<file path="config.mk">
export PLATFORM = sky130hd
export DESIGN_NAME = uart_tx_unit
export DESIGN_NICKNAME = d
export VERILOG_FILES = /design/src/rtl/uart_pkg.sv /design/src/rtl/uart_tx_fifo.sv /design/src/rtl/uart_tx_unit.sv
export SDC_FILE = /design/constraint.sdc
export NUM_CORES = 1
export LEC_CHECK = 0
export BUFFER_PORTS_ARGS = -buffer_cell sky130_fd_sc_hd__buf_4
export CAP_MARGIN = 10
export CORE_ASPECT_RATIO = 1.4
export CORE_UTILIZATION = 50
export CTS_BUF_LIST = sky130_fd_sc_hd__clkbuf_8
export DETAILED_ROUTE_END_ITERATION = 7
export PLACE_DENSITY = 0.68
export SKIP_LAST_GASP = 1
export SYNTH_ARGS = -nofsm -noshare
export SYNTH_HDL_FRONTEND = slang
export SYNTH_SLANG_ARGS = --single-unit
</file>
<file path="constraint.sdc">
create_clock -name clk -period 12.1 [get_ports clk]
set_clock_uncertainty 0.15 [all_clocks]
set_input_delay 1.815 -clock clk [delete_from_list [all_inputs] [get_ports clk]]
set_output_delay 1.815 -clock clk [all_outputs]
set_load 0.05 [all_outputs]
</file>
<file path="src/rtl/uart_pkg.sv">
// ---------------------------------------------------------------------------
// uart_pkg
// Shared definitions for the UART transmit path: the serialiser state
// encoding, frame geometry constants and the reset-time default divisor.
// The PARITY state is always part of the encoding, so state values stay the
// same whether or not the UART_TX_PARITY_EN build macro is defined.
// ---------------------------------------------------------------------------
package uart_pkg;

    localparam int UART_DATA_W     = 8;
    localparam int UART_FRAME_BITS = 10;
    localparam int UART_DIV_W      = 16;

    // 100 MHz system clock / 115200 baud.
    localparam logic [UART_DIV_W-1:0] UART_DEFAULT_DIV = 16'd868;

    typedef enum logic [2:0] {
        IDLE   = 3'd0,
        START  = 3'd1,
        DATA   = 3'd2,
        PARITY = 3'd3,
        STOP   = 3'd4
    } tx_state_t;

    // A frame is on the line in every state except IDLE.
    function automatic logic state_is_busy(input tx_state_t s);
        return (s != IDLE);
    endfunction

endpackage

</file>
<file path="src/rtl/uart_tx_fifo.sv">
// ---------------------------------------------------------------------------
// uart_tx_fifo
// Synchronous circular-buffer FIFO for bytes waiting to be transmitted.
// Full/empty are judged from the count at the start of the cycle: a push
// while full is dropped even if a pop happens in the same cycle.
//
// Ports:
//   clk        system clock
//   rst        synchronous active-high reset (flushes the FIFO)
//   push       write request
//   push_data  data to write
//   pop        read request (ignored when empty)
//   head       entry at the read pointer
//   full       registered, count == DEPTH
//   empty      registered, count == 0
//   count      current number of entries
// ---------------------------------------------------------------------------
module uart_tx_fifo #(
    parameter int WIDTH = 8,
    parameter int DEPTH = 4
) (
    input  logic                     clk,
    input  logic                     rst,
    input  logic                     push,
    input  logic [WIDTH-1:0]         push_data,
    input  logic                     pop,
    output logic [WIDTH-1:0]         head,
    output logic                     full,
    output logic                     empty,
    output logic [$clog2(DEPTH):0]   count
);

    localparam int PTR_W = $clog2(DEPTH);

    localparam logic [PTR_W-1:0] PTR_ONE   = PTR_W'(1);
    localparam logic [PTR_W:0]   CNT_ONE   = (PTR_W + 1)'(1);
    localparam logic [PTR_W:0]   CNT_ZERO  = (PTR_W + 1)'(0);
    localparam logic [PTR_W:0]   CNT_DEPTH = (PTR_W + 1)'(DEPTH);

    logic [WIDTH-1:0] mem_r [DEPTH];
    logic [PTR_W-1:0] wr_ptr_r;
    logic [PTR_W-1:0] rd_ptr_r;
    logic [PTR_W:0]   count_r;
    logic             full_r;
    logic             empty_r;

    logic             push_ok_s;
    logic             pop_ok_s;
    logic [PTR_W:0]   count_next_s;

    // Accept/perform decisions from the count held at the start of the cycle.
    always_comb begin
        push_ok_s = push && (count_r != CNT_DEPTH);
        pop_ok_s  = pop  && (count_r != CNT_ZERO);
    end

    // Next occupancy; simultaneous push and pop leaves the count unchanged.
    always_comb begin
        case ({push_ok_s, pop_ok_s})
            2'b10:   count_next_s = count_r + CNT_ONE;
            2'b01:   count_next_s = count_r - CNT_ONE;
            default: count_next_s = count_r;
        endcase
    end

    // Pointers, count and the registered full/empty flags.
    always_ff @(posedge clk) begin
        if (rst) begin
            wr_ptr_r <= '0;
            rd_ptr_r <= '0;
            count_r  <= CNT_ZERO;
            full_r   <= 1'b0;
            empty_r  <= 1'b1;
        end else begin
            // DEPTH is a power of two, so the pointers wrap by overflow.
            if (push_ok_s) begin
                wr_ptr_r <= wr_ptr_r + PTR_ONE;
            end else begin
                wr_ptr_r <= wr_ptr_r;
            end
            if (pop_ok_s) begin
                rd_ptr_r <= rd_ptr_r + PTR_ONE;
            end else begin
                rd_ptr_r <= rd_ptr_r;
            end
            count_r <= count_next_s;
            full_r  <= (count_next_s == CNT_DEPTH);
            empty_r <= (count_next_s == CNT_ZERO);
        end
    end

    // Storage array; contents need no reset because the count guards reads.
    always_ff @(posedge clk) begin
        if (push_ok_s) begin
            mem_r[wr_ptr_r] <= push_data;
        end
    end

    assign head  = mem_r[rd_ptr_r];
    assign full  = full_r;
    assign empty = empty_r;
    assign count = count_r;

endmodule

</file>
<file path="src/rtl/uart_tx_unit.sv">
// ---------------------------------------------------------------------------
// uart_tx_unit
// UART transmitter fed by LSU stores to the TX register. Bytes are queued in
// a small FIFO and sent as start + DATA_W data bits (LSB first) + stop, each
// bit lasting baud_div clock cycles. The divisor is captured at the start of
// every frame, so a change takes effect on the next frame.
//
// Build option: define UART_TX_PARITY_EN to insert an even-parity bit
// between the last data bit and the stop bit.
//
// Ports:
//   clk       system clock
//   rst       synchronous active-high reset; aborts any frame in flight
//   wr_en     one-cycle write strobe from the LSU
//   wr_data   byte to transmit
//   baud_div  clock cycles per bit (0 behaves as 1)
//   tx        serial output, registered, idles high
//   busy      a frame is on the line
//   Ff        FIFO full
//   Fe        FIFO empty
//   done_t    one-cycle pulse following the last stop-bit cycle
// ---------------------------------------------------------------------------
module uart_tx_unit
    import uart_pkg::*;
#(
    parameter int DATA_W     = UART_DATA_W,
    parameter int FIFO_DEPTH = 4,
    parameter int DIV_W      = UART_DIV_W
) (
    input  logic              clk,
    input  logic              rst,
    input  logic              wr_en,
    input  logic [DATA_W-1:0] wr_data,
    input  logic [DIV_W-1:0]  baud_div,
    output logic              tx,
    output logic              busy,
    output logic              Ff,
    output logic              Fe,
    output logic              done_t
);

    localparam int CNT_W = $clog2(FIFO_DEPTH) + 1;
    localparam int IDX_W = (DATA_W > 1) ? $clog2(DATA_W) : 1;

    localparam logic [DIV_W-1:0] DIV_ZERO = DIV_W'(0);
    localparam logic [DIV_W-1:0] DIV_ONE  = DIV_W'(1);
    localparam logic [CNT_W-1:0] CNT_ZERO = CNT_W'(0);
    localparam logic [IDX_W-1:0] IDX_ZERO = IDX_W'(0);
    localparam logic [IDX_W-1:0] IDX_ONE  = IDX_W'(1);
    localparam logic [IDX_W-1:0] IDX_LAST = IDX_W'(DATA_W - 1);

    // A zero divisor would never reach bit_end; run it at one cycle per bit.
    function automatic logic [DIV_W-1:0] eff_div(input logic [DIV_W-1:0] d);
        if (d == DIV_ZERO) begin
            return DIV_ONE;
        end else begin
            return d;
        end
    endfunction

`ifdef UART_TX_PARITY_EN
    function automatic logic even_parity(input logic [DATA_W-1:0] d);
        return ^d;
    endfunction
`endif

    tx_state_t         state_r;
    tx_state_t         state_next_s;

    logic [DIV_W-1:0]  div_r;
    logic [DIV_W-1:0]  cnt_r;
    logic [DATA_W-1:0] shift_r;
    logic [DATA_W-1:0] shift_next_s;
    logic [IDX_W-1:0]  idx_r;
`ifdef UART_TX_PARITY_EN
    logic              par_r;
`endif

    logic              bit_end_s;
    logic              pop_s;
    logic              have_data_s;

    logic [DATA_W-1:0] fifo_head_s;
    logic              fifo_full_s;
    logic              fifo_empty_s;
    logic [CNT_W-1:0]  fifo_count_s;

    logic              tx_d_s;
    logic              busy_d_s;
    logic              done_d_s;
    logic              tx_r;
    logic              busy_r;
    logic              done_r;

    uart_tx_fifo #(
        .WIDTH (DATA_W),
        .DEPTH (FIFO_DEPTH)
    ) u_fifo (
        .clk       (clk),
        .rst       (rst),
        .push      (wr_en),
        .push_data (wr_data),
        .pop       (pop_s),
        .head      (fifo_head_s),
        .full      (fifo_full_s),
        .empty     (fifo_empty_s),
        .count     (fifo_count_s)
    );

    assign have_data_s = (fifo_count_s != CNT_ZERO);
    assign bit_end_s   = (cnt_r == (div_r - DIV_ONE));

    // State register.
    always_ff @(posedge clk) begin
        if (rst) begin
            state_r <= IDLE;
        end else begin
            state_r <= state_next_s;
        end
    end

    // Next-state logic and FIFO pop requests.
    always_comb begin
        state_next_s = state_r;
        pop_s        = 1'b0;
        case (state_r)
            IDLE: begin
                if (have_data_s) begin
                    pop_s        = 1'b1;
                    state_next_s = START;
                end else begin
                    state_next_s = IDLE;
                end
            end
            START: begin
                if (bit_end_s) begin
                    state_next_s = DATA;
                end else begin
                    state_next_s = START;
                end
            end
            DATA: begin
                if (bit_end_s && (idx_r == IDX_LAST)) begin
`ifdef UART_TX_PARITY_EN
                    state_next_s = PARITY;
`else
                    state_next_s = STOP;
`endif
                end else begin
                    state_next_s = DATA;
                end
            end
`ifdef UART_TX_PARITY_EN
            PARITY: begin
                if (bit_end_s) begin
                    state_next_s = STOP;
                end else begin
                    state_next_s = PARITY;
                end
            end
`endif
            STOP: begin
                if (bit_end_s) begin
                    // Chain straight into the next frame when data is waiting.
                    if (have_data_s) begin
                        pop_s        = 1'b1;
                        state_next_s = START;
                    end else begin
                        state_next_s = IDLE;
                    end
                end else begin
                    state_next_s = STOP;
                end
            end
            default: begin
                state_next_s = IDLE;
            end
        endcase
    end

    // Shift register contents for the next cycle.
    always_comb begin
        if (pop_s) begin
            shift_next_s = fifo_head_s;
        end else if ((state_r == DATA) && bit_end_s) begin
            shift_next_s = shift_r >> 1;
        end else begin
            shift_next_s = shift_r;
        end
    end

    // Baud counter, captured divisor, shift register and bit index.
    always_ff @(posedge clk) begin
        if (rst) begin
            cnt_r   <= DIV_ZERO;
            div_r   <= DIV_ONE;
            shift_r <= '0;
            idx_r   <= IDX_ZERO;
`ifdef UART_TX_PARITY_EN
            par_r   <= 1'b0;
`endif
        end else begin
            shift_r <= shift_next_s;
            if (pop_s) begin
                cnt_r <= DIV_ZERO;
                div_r <= eff_div(baud_div);
                idx_r <= IDX_ZERO;
`ifdef UART_TX_PARITY_EN
                par_r <= even_parity(fifo_head_s);
`endif
            end else if (state_r == IDLE) begin
                cnt_r <= DIV_ZERO;
            end else if (bit_end_s) begin
                cnt_r <= DIV_ZERO;
                if (state_r == DATA) begin
                    idx_r <= idx_r + IDX_ONE;
                end else begin
                    idx_r <= idx_r;
                end
            end else begin
                cnt_r <= cnt_r + DIV_ONE;
            end
        end
    end

    // Output values for the state being entered, so tx changes with the state.
    always_comb begin
        busy_d_s = state_is_busy(state_next_s);
        done_d_s = (state_r == STOP) && bit_end_s;
        case (state_next_s)
            IDLE:    tx_d_s = 1'b1;
            START:   tx_d_s = 1'b0;
            DATA:    tx_d_s = shift_next_s[0];
`ifdef UART_TX_PARITY_EN
            PARITY:  tx_d_s = par_r;
`endif
            STOP:    tx_d_s = 1'b1;
            default: tx_d_s = 1'b1;
        endcase
    end

    // Output registers: no combinational path from any input to tx.
    always_ff @(posedge clk) begin
        if (rst) begin
            tx_r   <= 1'b1;
            busy_r <= 1'b0;
            done_r <= 1'b0;
        end else begin
            tx_r   <= tx_d_s;
            busy_r <= busy_d_s;
            done_r <= done_d_s;
        end
    end

    assign tx     = tx_r;
    assign busy   = busy_r;
    assign done_t = done_r;
    assign Ff     = fifo_full_s;
    assign Fe     = fifo_empty_s;

endmodule

</file>
# Word level (Yosys, flattened, before mapping)
# Memories as Yosys holds them, arrays and structs flattened. A register that Yosys moved wholly into a read port is not among the register bits.
# Index checks and enable logic that the tools add are counted.
[word_totals]
regBits = 58
ramBits = 32
input_bits = 27
output_inout_bits = 5
mem_count = 1
[memory_table]
columns = ["name", "words", "width", "rd", "rd_clocked_by_memory_dff", "wr", "line_no", "rtl"]
rows = [
  ["u_fifo.mem_r", 4, 8, 1, 1, 1, "uart_tx_fifo.sv:40", "logic [WIDTH-1:0] mem_r [DEPTH];"],
]
[op_classes]
addsub = 7
n_eq_ne = 11
n_mux = 17
n_bitwise = 1
n_reduce_logical = 14
[op_table]
columns = ["op", "count"]
rows = [
  ["adder 16 x 1 -> 16 bit, second input constant", 1],
  ["== test 16 bit", 1],
  ["logical NOT 16 bit", 1],
  ["2-to-1 mux 16 bit", 1],
  ["2-to-1 mux 8 bit", 2],
  ["subtractor 16 x 1 -> 16 bit, second input constant", 1],
  ["case mux 3 bit (4 select lines)", 1],
  ["== test 3 bit, second input constant", 3],
  ["adder 3 x 1 -> 3 bit, second input constant", 2],
  ["== test 3 x 1 -> 1 bit, second input constant", 2],
  ["== test 3 x 2 -> 1 bit, second input constant", 2],
  ["logical NOT 3 bit", 2],
  ["2-to-1 mux 2 bit", 3],
  ["2-to-1 mux 3 bit", 2],
  ["case mux 3 bit (2 select lines)", 1],
  ["nonzero test 3 bit", 2],
  ["logical AND 1 bit", 5],
  ["2-to-1 mux 1 bit", 5],
  ["adder 2 x 1 -> 2 bit, second input constant", 2],
  ["case mux 1 bit (2 select lines)", 2],
  ["OR reduction 4 bit", 1],
  ["!= test 3 bit, second input constant", 1],
  ["AND reduction 3 bit", 1],
  ["subtractor 3 x 1 -> 3 bit, second input constant", 1],
  ["other kinds (5)", 5],
]

# Logic depth before layout (Yosys ltp)
[depth]
depth_word = 8
ltp_mapped = 18

# Cells and area by module
# A second synthesis with hierarchy kept.
[unflattened]
hier_cells = 401
hier_area_um2 = 4400.5
[by_module_without_submodules]
columns = ["module", "instances", "cells_per_inst", "area_each_um2"]
rows = [
  ["uart_tx_unit", 1, 301, 2690.1],
  ["uart_tx_fifo", 1, 100, 1710.4],
]

# Least setup slack after synthesis
# Ideal clock, no wire load.
[synth_path]
path_type = "flip-flop to flip-flop"
start = "register div_r[2]"
end = "register u_fifo.empty_r, in the netlist u_fifo.empty"
t_arrival_ns = 3.644
required_ns = 11.880
setup_slack_ns = 8.236
stages_incl_launch_ff = 16
path_buffers = 1
period_less_slack_ns = 3.864
cell_sequence = "dfxtp_1 > nor4_4 > nand2_2 > or4_4 > a2111oi_4 > o2111ai_4 > a21oi_4 > buf_6 > ha_1 > inv_1 > fa_1 > xor2_1 > nor2_1 > xnor2_1 > nor2_1 > a21oi_1"
[synth_via]
elab_chain_len = 8
elab_cells_between_ends = 9
[synth_lines]
columns = ["item", "line_no", "rtl"]
rows = [
  ["start: declaration", "uart_tx_unit.sv:70", "logic [DIV_W-1:0] div_r;"],
  ["start signal: assignment", "uart_tx_unit.sv:206", "div_r <= eff_div(baud_div);"],
  ["subtractor 16 x 1 -> 16 bit *", "uart_tx_unit.sv:111", "assign bit_end_s = (cnt_r == (div_r - DIV_ONE));"],
  ["== test 16 bit *", "uart_tx_unit.sv:111", ""],
  ["2-to-1 mux 1 bit *", "uart_tx_unit.sv:163", "if (bit_end_s) begin"],
  ["case mux 1 bit (2 select lines) *", "uart_tx_unit.sv:126", "case (state_r)"],
  ["logical AND 1 bit *", "uart_tx_fifo.sv:54", "pop_ok_s = pop && (count_r != CNT_ZERO);"],
  ["named net u_fifo.pop_ok_s", "uart_tx_fifo.sv:48", "logic pop_ok_s;"],
  ["== test 2 x 1 -> 1 bit / == test 2 bit (equally long branches)", "uart_tx_fifo.sv:59", "case ({push_ok_s, pop_ok_s})"],
  ["case mux 3 bit (2 select lines) *", "uart_tx_fifo.sv:59", ""],
  ["logical NOT 3 bit *", "uart_tx_fifo.sv:88", "empty_r <= (count_next_s == CNT_ZERO);"],
  ["end signal: assignment", "uart_tx_fifo.sv:88", ""],
  ["end: declaration", "uart_tx_fifo.sv:45", "logic empty_r;"],
]
# The timed path passes the listed nets; every way through them passes the cells marked *.
# A chain may end at the register's enable or synchronous reset.

# Worst setup path in the final report
[layout_path]
start = "register div_r[2]"
end = "register u_fifo.empty_r, in the netlist u_fifo.empty"
[layout_via]
elab_chain_len = 8
elab_cells_between_ends = 9
[layout_lines]
columns = ["item", "line_no"]
rows = [
  ["subtractor 16 x 1 -> 16 bit *", "uart_tx_unit.sv:111"],
  ["== test 16 bit *", "uart_tx_unit.sv:111"],
  ["2-to-1 mux 1 bit *", "uart_tx_unit.sv:163"],
  ["case mux 1 bit (2 select lines) *", "uart_tx_unit.sv:126"],
  ["logical AND 1 bit *", "uart_tx_fifo.sv:54"],
  ["== test 2 x 1 -> 1 bit / == test 2 bit (equally long branches)", "uart_tx_fifo.sv:59"],
  ["case mux 3 bit (2 select lines) *", "uart_tx_fifo.sv:59"],
  ["logical NOT 3 bit *", "uart_tx_fifo.sv:88"],
]
# Mark *: on every way between the ends. The rest lies on a longest branch, timed or not.

==> impl_metrics.tcl <==
set metrics [dict create \
    status "finished clean" \
    drc 0 \
    async_flop_share 0 \
    slew_headroom 0.368 \
    cts.repair.resized 0 \
    grt_pass1_vias 3064 \
    cts_htree_levels 3 \
    antenna_found_initial 0 \
    grt_overflow_total 0 \
    hold_viol 0 \
    seq_area_frac_synth 0.497 \
    cts.path.max_buffers 2 \
    gp_congestion 0.891 \
    setup_viol 0 \
    postCtsSetupRepairBufs 0 \
    antenna_cells 0 \
    dr.pass1.iters 4 \
    initial_utilization 0.524 \
    vias_per_cell 5.68 \
    dp_hpwl_mm 6.17 \
    min_period_ps 4540 \
    nNetsFinal 450 \
    arrival_ps 4700 \
    fin_hold_ws_ps 331 \
    crit_type "reg2reg" \
    drtIter0Drc 153 \
    tightest_slew_ps 945 \
    numCtsBuffers 9 \
    grt_start_max_net_pins 30 \
    clock_sinks 92 \
    row_count 39 \
    fin_tns_setup_ps 0 \
    critPathMaxFanout 26 \
    syn_area_per_cell_um2 11.2 \
    endpoint_kind "flip-flop" \
    synthFlopType "dfxtp_1" \
    critPathLaunchType "flip-flop" \
    drive_above_1_share 0.187 \
    grt_usage 0.213 \
    holdBufCountCts 0 \
    clock_latency_ps 380 \
    synth_edf_count 32 \
    max_freq_mhz 220 \
    rr_startpoint "div_r[2]$_SDFFE_PP0N_" \
    coreArea_um2 8300 \
    vias 2953 \
    synthTopCellsByArea "dfxtp_1 (28%), edfxtp_1 (22%), mux4_2 (4.1%)" \
    die_w_um 80.8 \
    fin_ws_ps 7560 \
    fin_area_um2 4790 \
    yosysWarnings 0 \
    regArea_um2 2160 \
    fp.dieArea_um2 9080 \
    dpl_worst_slack_ps 7620 \
    grt_pass1_wl_mm 14.3 \
    final_max_slew_viol_count 0 \
    required_ps 12250 \
    synth-seq-cells 92 \
    portBuffers 31 \
    hp-start "shift_r[6]$_SDFFE_PP0P_" \
    cts-root-buf "clkbuf_8" \
    io_pins 32 \
    maxCapViolations 0 \
    syn_inst 387 \
    critical_path.startpoint "div_r[2]$_SDFFE_PP0N_" \
    ir_drop_uv 110 \
    clkTransAtPathRegs_ps 100 \
    syn_nets 424 \
    place_area_um2 4590 \
    synth_top_area_frac 0.276 \
    die_h_um 112 \
    p_leak_nw 1.78 \
    final_util 0.578 \
    wl_mm 8.48 \
    final.period_utilization 0.375 \
    grt_setup_unrepaired "false" \
    syn_area_um2 4350 \
    ant_nets 0 \
    area_growth_pct 10.3 \
    tritoncts "yes" \
    multi_input_area_um2 1980 \
    power_density_nw_per_um2 219 \
    wire_per_inst_um 16.3 \
    hold_path.class "reg2reg" \
    fillers 719 \
    synth_cell_types 69 \
    synth_area_leader_cell "dfxtp_1" \
]
-- cells in the final DEF (no fill, tap or decap), types with 3 or more instances in the layout --
master and count:
a211oi_1 3, a21oi_1 14, a221oi_1 5, a22o_1 11
a22oi_1 3, and2_1 4, and3_1 5, buf_4 31
clkbuf_8 9, dfxtp_1 60, edfxtp_1 32, ha_1 9
inv_1 21, inv_8 3, mux2i_1 8, mux4_2 8
nand2_1 15, nand2b_1 3, nand3_1 14, nand4_1 3
nor2_1 45, nor2b_1 4, nor3_1 11, nor4_1 5
xnor2_1 16, xor2_1 20
-- metrics by stage --
stage	power [W]	cells
after global placement	0.000838	504
after detailed placement	0.000848	504
after global routing	0.00113	520
after CTS	0.00106	520
after floorplan	0.000766	387
final	0.00105	520
-- cell usage after synthesis, drive strengths merged (3+ instances only) --
cell type / count
a22oi: 3
a211oi: 3
nand3: 14
a22o: 12
edfxtp: 32
and2: 4
xnor2: 16
dfxtp: 60
nor2: 45
and3: 7
ha: 9
nor3: 12
nor4: 6
inv: 21
buf: 10
a221oi: 6
nand2b: 3
clkbuf: 6
a21oi: 15
mux2i: 9
mux4: 8
nand4: 3
o2111ai: 3
or3: 3
xor2: 20
nor2b: 4
nand2: 16
-- state kept, by name, indices dropped and copies added (netlist names), named ones only --
name and cells:
busy 1, cnt_r 16, div_r 16, done_t 1, idx_r 3, shift_r 8
state_r 3, tx 1, u_fifo.count 3, u_fifo.empty 1, u_fifo.full 1, u_fifo.mem_r 32
u_fifo.rd_ptr_r 2, u_fifo.wr_ptr_r 2
-- final cells by class --
class,count,area share
Sequential cell,92,0.451
Clock buffer,9,0.0258
Multi-Input combinational cell,258,0.414
Inverter,21,0.0164
Tap cell,102,0.0266
Timing Repair Buffer,31,0.0486
Clock inverter,7,0.0175
-- power breakdown --
group | internal, W | switching [W]
registers | 0.000378 | 0.0000632
logic | 0.000175 | 0.000224
clock network | 0.0000835 | 0.000128
total | 0.000636 | 0.000415
-- worst paths after layout --
path	depth (start not counted)	slack, ps	to
worst max-delay path	14	7560	u_fifo.empty$_SDFF_PP1_
worst min-delay path	2	330	shift_r[5]$_SDFFE_PP0P_
worst max register to register	14	7560	u_fifo.empty$_SDFF_PP1_
worst min register to register	2	330	shift_r[5]$_SDFFE_PP0P_
-- per-layer routing --
layer | GRT usage | share of wire | vias to the layer above
li1 | - | - | 1456
met1 | 0.239 | 0.40 | 1425
met2 | 0.378 | 0.53 | 55
met3 | 0.0407 | 0.033 | 17
met4 | 0.0976 | 0.027 | 0
met5 | 0 | 0 | -
-- cell families (layout without fill, tap and decap cells) --
family | count (synthesis) | after routing | share of synthesized area
compound gates | 60 | 60 | 0.114
xor+xnor | 37 | 37 | 0.0777
fa+ha+maj | 10 | 10 | 0.0305
buf+inv | 37 | 68 | 0.0461
flops | 92 | 92 | 0.497
mux | 19 | 19 | 0.0702
simple gates | 132 | 132 | 0.164
-- worst max-delay path: stages (launching register included) --
cell and delay (ps):
dfxtp_1 410, nor4_4 530, nand2_2 100, or4_4 550, a2111oi_4 410, o2111ai_4 270, a21oi_4 660, ha_1 310
inv_1 70, fa_1 370, xor2_1 150, nor2_1 110, xnor2_1 150, nor2_1 90, a21oi_1 140
No activity file was read; power rests on OpenSTA's default activity.
